$ cat src/rtl/dmem_arbiter.sv
// Round-robin two-port arbiter and access sequencer for the single-port byte-addressed data memory.
// Each access takes three cycles: grant, memory access, response.
module dmem_arbiter #(
  parameter int ADDR_WIDTH = 32,
  parameter int DATA_WIDTH = 32,
  parameter int MEM_SIZE   = 1024
) (
  input  logic                  clk,
  input  logic                  rst,
  input  logic                  m0_req,
  input  logic [ADDR_WIDTH-1:0] m0_addr,
  input  logic                  m0_we,
  input  logic [1:0]            m0_size,
  input  logic                  m0_unsigned,
  input  logic [DATA_WIDTH-1:0] m0_wdata,
  output logic                  m0_gnt,
  output logic                  m0_rvalid,
  output logic [DATA_WIDTH-1:0] m0_rdata,
  output logic                  m0_err,
  input  logic                  m1_req,
  input  logic [ADDR_WIDTH-1:0] m1_addr,
  input  logic                  m1_we,
  input  logic [1:0]            m1_size,
  input  logic                  m1_unsigned,
  input  logic [DATA_WIDTH-1:0] m1_wdata,
  output logic                  m1_gnt,
  output logic                  m1_rvalid,
  output logic [DATA_WIDTH-1:0] m1_rdata,
  output logic                  m1_err,
  output logic [ADDR_WIDTH-1:0] mem_addr,
  output logic [DATA_WIDTH-1:0] mem_wdata,
  output logic                  mem_we,
  output logic [3:0]            mem_be,
  input  logic [DATA_WIDTH-1:0] mem_rdata
);

  typedef enum logic [1:0] {
    S_IDLE,
    S_ACCESS,
    S_RESP
  } state_t;

  localparam logic [ADDR_WIDTH-1:0] LIMIT = ADDR_WIDTH'(MEM_SIZE * 4 - 3);

  state_t                  r_state;
  state_t                  w_next;
  logic                    r_last;
  logic                    r_owner;
  logic [ADDR_WIDTH-1:0]   r_addr;
  logic                    r_we;
  logic [1:0]              r_size;
  logic                    r_uns;
  logic [DATA_WIDTH-1:0]   r_wdata;
  logic [DATA_WIDTH-1:0]   r_rdata;
  logic                    r_err;

  logic                    w_any;
  logic                    w_sel;
  logic                    w_grant;
  logic [ADDR_WIDTH-1:0]   w_addr;
  logic [1:0]              w_size;
  logic                    w_err;
  logic                    w_access;
  logic                    w_resp;
  logic [DATA_WIDTH-1:0]   w_ld;
  logic [DATA_WIDTH-1:0]   w_cap;

  // On a tie the port that was not granted last wins; r_last holds the last winner.
  assign w_any   = m0_req | m1_req;
  assign w_sel   = (m0_req & m1_req) ? ~r_last : m1_req;
  assign w_grant = (r_state == S_IDLE) & w_any & ~rst;
  assign w_addr  = w_sel ? m1_addr : m0_addr;
  assign w_size  = w_sel ? m1_size : m0_size;

  assign w_err = (w_size == 2'b11)
               | ((w_size == 2'b01) & w_addr[0])
               | ((w_size == 2'b10) & (|w_addr[1:0]))
               | (w_addr >= LIMIT);

  always_comb begin
    w_next = r_state;
    case (r_state)
      S_IDLE:   if (w_any) w_next = S_ACCESS;
      S_ACCESS: w_next = S_RESP;
      S_RESP:   w_next = S_IDLE;
      default:  w_next = S_IDLE;
    endcase
  end

  always_ff @(posedge clk or posedge rst) begin
    if (rst) r_state <= S_IDLE;
    else     r_state <= w_next;
  end

  always_comb begin
    case (r_size)
      2'b00:   w_ld = {{(DATA_WIDTH-8){~r_uns & mem_rdata[7]}}, mem_rdata[7:0]};
      2'b01:   w_ld = {{(DATA_WIDTH-16){~r_uns & mem_rdata[15]}}, mem_rdata[15:0]};
      default: w_ld = mem_rdata;
    endcase
    w_cap = (r_we | r_err) ? '0 : w_ld;
  end

  always_ff @(posedge clk or posedge rst) begin
    if (rst) begin
      r_last  <= 1'b1;
      r_owner <= 1'b0;
      r_addr  <= '0;
      r_we    <= 1'b0;
      r_size  <= '0;
      r_uns   <= 1'b0;
      r_wdata <= '0;
      r_rdata <= '0;
      r_err   <= 1'b0;
    end else begin
      if (r_state == S_IDLE && w_any) begin
        r_last  <= w_sel;
        r_owner <= w_sel;
        r_addr  <= w_addr;
        r_we    <= w_sel ? m1_we : m0_we;
        r_size  <= w_size;
        r_uns   <= w_sel ? m1_unsigned : m0_unsigned;
        r_wdata <= w_sel ? m1_wdata : m0_wdata;
        r_err   <= w_err;
      end
      if (r_state == S_ACCESS) r_rdata <= w_cap;
    end
  end

  assign w_access = (r_state == S_ACCESS);
  assign w_resp   = (r_state == S_RESP);

  assign mem_addr  = w_access ? r_addr : '0;
  assign mem_wdata = w_access ? r_wdata : '0;
  assign mem_we    = w_access & r_we & ~r_err;

  always_comb begin
    mem_be = '0;
    if (w_access) begin
      case (r_size)
        2'b00:   mem_be = 4'b0001;
        2'b01:   mem_be = 4'b0011;
        2'b10:   mem_be = 4'b1111;
        default: mem_be = 4'b0000;
      endcase
    end
  end

  assign m0_gnt    = w_grant & ~w_sel;
  assign m1_gnt    = w_grant & w_sel;
  assign m0_rvalid = w_resp & ~r_owner;
  assign m1_rvalid = w_resp & r_owner;
  assign m0_rdata  = m0_rvalid ? r_rdata : '0;
  assign m1_rdata  = m1_rvalid ? r_rdata : '0;
  assign m0_err    = m0_rvalid & r_err;
  assign m1_err    = m1_rvalid & r_err;

endmodule

$ cat config.mk
export PLATFORM = sky130hd
export DESIGN_NAME = dmem_arbiter
export DESIGN_NICKNAME = d
export VERILOG_FILES = /design/src/rtl/dmem_arbiter.sv
export SDC_FILE = /design/constraint.sdc
export NUM_CORES = 1
export LEC_CHECK = 0
export ABC_AREA = 1
export BUFFER_PORTS_ARGS = -buffer_cell sky130_fd_sc_hd__buf_2
export CAP_MARGIN = 20
export CELL_PAD_IN_SITES_DETAIL_PLACEMENT = 0
export CELL_PAD_IN_SITES_GLOBAL_PLACEMENT = 1
export CORE_ASPECT_RATIO = 1.25
export CORE_MARGIN = 5
export CORE_UTILIZATION = 31
export CTS_CLUSTER_SIZE = 28
export DETAILED_ROUTE_END_ITERATION = 8
export HOLD_SLACK_MARGIN = 0.12
export PLACE_DENSITY_LB_ADDON = 0.1
export SYNTH_ARGS = -nofsm -noshare
export SYNTH_HDL_FRONTEND = slang
export SYNTH_SLANG_ARGS = --single-unit
$ cat constraint.sdc
create_clock -name clk -period 4.4 [get_ports clk]
set_clock_uncertainty 0.1 [all_clocks]
set_input_delay 0.44 -clock clk [delete_from_list [all_inputs] [get_ports clk]]
set_output_delay 0.44 -clock clk [all_outputs]
set_load 0.01 [all_outputs]
==> out/summary.json <==
{
  "clkSlewWorstSetupHoldPaths": {"value": 0.08, "unit": "ns"},
  "finalWeightedCongestion": {"value": 0.7931},
  "grt_pass1_vias": {"value": 6171},
  "core_area": {"value": 18780, "unit": "sq um"},
  "place_hpwl": {"value": 16.08, "unit": "mm"},
  "final_hold_viol_count": {"value": 0},
  "crit_path_cell_trace": {"value": "nand2_1 -> buf_4 -> nand2_2 -> inv_2 -> nand2_1 -> nor2_1 -> buf_2"},
  "final.fill_count": {"value": 2127},
  "critical-path-top-cell-by-count": {"value": "nand2_1"},
  "cp_max_fo": {"value": 40},
  "yosys.cell_types.count": {"value": 24},
  "cts-buffers-inserted": {"value": 9},
  "status": {"value": "completed"},
  "pin_count_of_the_biggest_net_entering_global_routing": {"value": 68},
  "synth.net_count": {"value": 1019},
  "antenna_violating_nets_post_route": {"value": 0},
  "ctsHtreeMaxLevel": {"value": 3},
  "crit_required": {"value": 3.86, "unit": "ns"},
  "totalWireLength": {"value": 21.17, "unit": "mm"},
  "post_route_setup_tns": {"value": 0, "unit": "ns"},
  "final_layout_size_suffix_gt1_share": {"value": 31.38, "unit": "%"},
  "hold_path_class": {"value": "input port to asynchronous set/reset pin"},
  "synthesis.yosys.warnings": {"value": 0},
  "cts_resized": {"value": 0},
  "critical_path_endpoint_category": {"value": "primary output"},
  "tritoncts": {"value": "done"},
  "critical_path.slowest_cell": {"value": "inv_2"},
  "ys_seq_elements": {"value": 105},
  "grt_util_all_layers": {"value": 18.65, "unit": "%"},
  "post_dr_wirelength_cell": {"value": 15.59, "unit": "microns"},
  "drv_cap": {"value": 0},
  "finalNetCount": {"value": 1296},
  "cellLeakagePower": {"value": 4.500, "unit": "nW"},
  "die-width": {"value": 133.7, "unit": "microns"},
  "grt_antenna_before_repair": {"value": 2},
  "synth.yosys.seq_area_share": {"value": 44.33, "unit": "%"},
  "tritoncts_num_sinks": {"value": 105},
  "synth-compound-area-share": {"value": 14.62, "unit": "%"},
  "start_util": {"value": 31.58, "unit": "%"},
  "globalRouteOverflowTotal": {"value": 0},
  "post-place-cells": {"value": 1340},
  "timing_max_transition_violations_final": {"value": 0},
  "final_cell_mix": {"value": "310 x buf_2, 201 x nor2_1, 145 x inv_1"},
  "synth_top_family_by_area": {"value": "simple AND/OR/NAND/NOR gates"},
  "post-cts-setup-buffers": {"value": 0},
  "avgViaCountPerCell": {"value": 4.552},
  "die_height": {"value": 164.6, "unit": "microns"},
  "clock_tree.buffer_depth": {"value": 2},
  "mappedNetlistArea": {"value": 5929, "unit": "sq um"},
  "root_buffer": {"value": "clkbuf_16"},
  "yosys.area_share.xor_xnor": {"value": 0, "unit": "%"},
  "io_count": {"value": 311},
  "final-setup-viol-count": {"value": 0},
  "gate_count_post_synth": {"value": 843},
  "worst_slew_margin_rel": {"value": 44.74, "unit": "%"},
  "vias": {"value": 6182},
  "tightest_slew": {"value": 0.8289, "unit": "ns"},
  "worstSetupPathType": {"value": "flip-flop to primary output"},
  "final_common_cell": {"value": "buf_2"},
  "drcViolationCount": {"value": 0},
  "muxShareOfSynthArea": {"value": 0, "unit": "%"},
  "grt_setup_unrepaired": {"value": "false"},
  "io_buffers": {"value": 310},
  "placement_rows": {"value": 56},
  "postSynthAreaPerCell": {"value": 7.034, "unit": "sq um"},
  "post_synth_and_or_nand_nor_area_fraction": {"value": 26.23, "unit": "%"},
  "flow.area_growth_from_synthesis": {"value": 33.42, "unit": "%"},
  "ir_drop": {"value": 0.3117, "unit": "mV"},
  "worst_skew_pair.late_latency": {"value": 0.34, "unit": "ns"},
  "grt_first_pass_wirelength": {"value": 32.63, "unit": "mm"},
  "hold_buffers": {"value": 0},
  "cp.buffers_inverters": {"value": 3},
  "startpoint_class_of_the_critical_path": {"value": "flip-flop"},
  "floorplan.die_area": {"value": 22010, "unit": "sq um"},
  "layout_min_cycle_time": {"value": 2.858, "unit": "ns"},
  "fin_cells": {"value": 1358},
  "drt_iter0_markers": {"value": 269},
  "fin_crit_sh": {"value": 64.96, "unit": "%"},
  "crit_family": {"value": "buffers and inverters"},
  "detail_route.first_pass.iterations": {"value": 4},
  "critical_path.max_stage_delay": {"value": 0.61, "unit": "ns"},
  "power_per_cell_area": {"value": 530.7, "unit": "nW/um^2"},
  "synth_adder_area_share": {"value": 0.8441, "unit": "%"},
  "arrival": {"value": 2.32, "unit": "ns"},
  "timing.fmax": {"value": 0.3499, "unit": "GHz"}
}
through the flow:
step | cell area [sq um] | utilization (%) | hold WS (ns) | setup WS [ns] | total power, mW
4_1_cts | 7889 | 42.01 | 0.1485 | 1.501 | 4.251
6_report | 7911 | 42.13 | 0.1323 | 1.542 | 4.198
2_1_floorplan | 5929 | - | 0.3440 | 1.101 | 2.771
3_5_place_dp | 7600 | 40.47 | 0.3723 | 1.641 | 3.439
3_3_place_gp | 7600 | 40.47 | 0.3659 | 1.683 | 3.424
5_1_grt | 7911 | 42.13 | 0.1789 | 1.349 | 4.567
sequential cells by signal, indices dropped and copies added, names as in the netlist:
signal / count
r_owner: 1
r_last: 1
r_state: 2
r_addr: 32
r_wdata: 32
r_we: 1
r_uns: 1
r_size: 2
r_err: 1
r_rdata: 32
synthesized netlist by cell type:
master      n  share of area, %
nor2_1    201                13
inv_1     146               9.2
nand2_1   139               8.8
dfrtp_1   104                44
o22ai_1    49               5.2
o21ai_0    47               4.0
o21ai_1    30               2.5
buf_2      26               2.2
clkbuf_1   23               1.5
nand3_1    19               1.6
nand3b_1   16               2.0
o32ai_1    12               1.8
buf_4       5              0.63
inv_2       5              0.32
ha_1        4              0.84
nor3_1      4              0.34
o32ai_2     4               1.1
buf_1       2              0.13
nor3_2      2              0.34
a21oi_1     1             0.084
dfstp_2     1              0.44
nand2_2     1              0.11
nor2_2      1              0.11
nor2_4      1              0.19
report_power, final:
part / switching [mW] / leakage [nW] / total, mW / internal [mW]
Combinational: 1.34 / 3.03 / 1.98 / 0.647
Clock: 0.389 / 0.143 / 0.800 / 0.411
Sequential: 0.120 / 1.33 / 1.42 / 1.30
cells by family after synthesis:
kind of cell / count (synthesis)
AO/OA/AOI/OAI: 143
adder cells (fa/ha/maj): 4
flip-flops: 105
AND/OR/NAND/NOR: 384
buffers and inverters: 207
final timing paths:
kind	from	end	slack (ns)	cells after the start
min reg2reg	r_last$_DFFE_PP1P_	r_last$_DFFE_PP1P_	0.38	2
max in group asynchronous	rst	r_addr[10]$_DFFE_PP0P_	3.21	3
min in group clk	mem_rdata[4]	r_rdata[4]$_DFFE_PP0P_	0.24	3
max	r_last$_DFFE_PP1P_	m1_gnt	1.54	7
min	rst	r_wdata[7]$_DFFE_PP0P_	0.13	2
max reg2reg	r_last$_DFFE_PP1P_	r_err$_DFFE_PP0P_	1.84	13
cell type report:
| class | instances | area (sq um) | area share, % |
|---|---|---|---|
| diodes | 1 | 2.502 | 0.03163 |
| clock buffers | 11 | 242.7 | 3.068 |
| clock inverters | 5 | 46.29 | 0.5852 |
| inverters | 151 | 569.3 | 7.196 |
| multi-input cells | 531 | 2477 | 31.31 |
| flip-flops and latches | 105 | 2629 | 33.23 |
| well taps | 232 | 290.3 | 3.669 |
| repair buffers | 322 | 1654 | 20.91 |
routing by layer:
| metal | global-route usage, % | part of all wire, % | vias up |
|---|---|---|---|
| met4 | 5.472 | 1.8 | 2 |
| met5 | 0 | 0.061 | - |
| met3 | 4.357 | 5.7 | 23 |
| met1 | 22.41 | 42 | 2813 |
| li1 | - | - | 3161 |
| met2 | 33.24 | 51 | 183 |
Power figures use the tool's default switching activity.
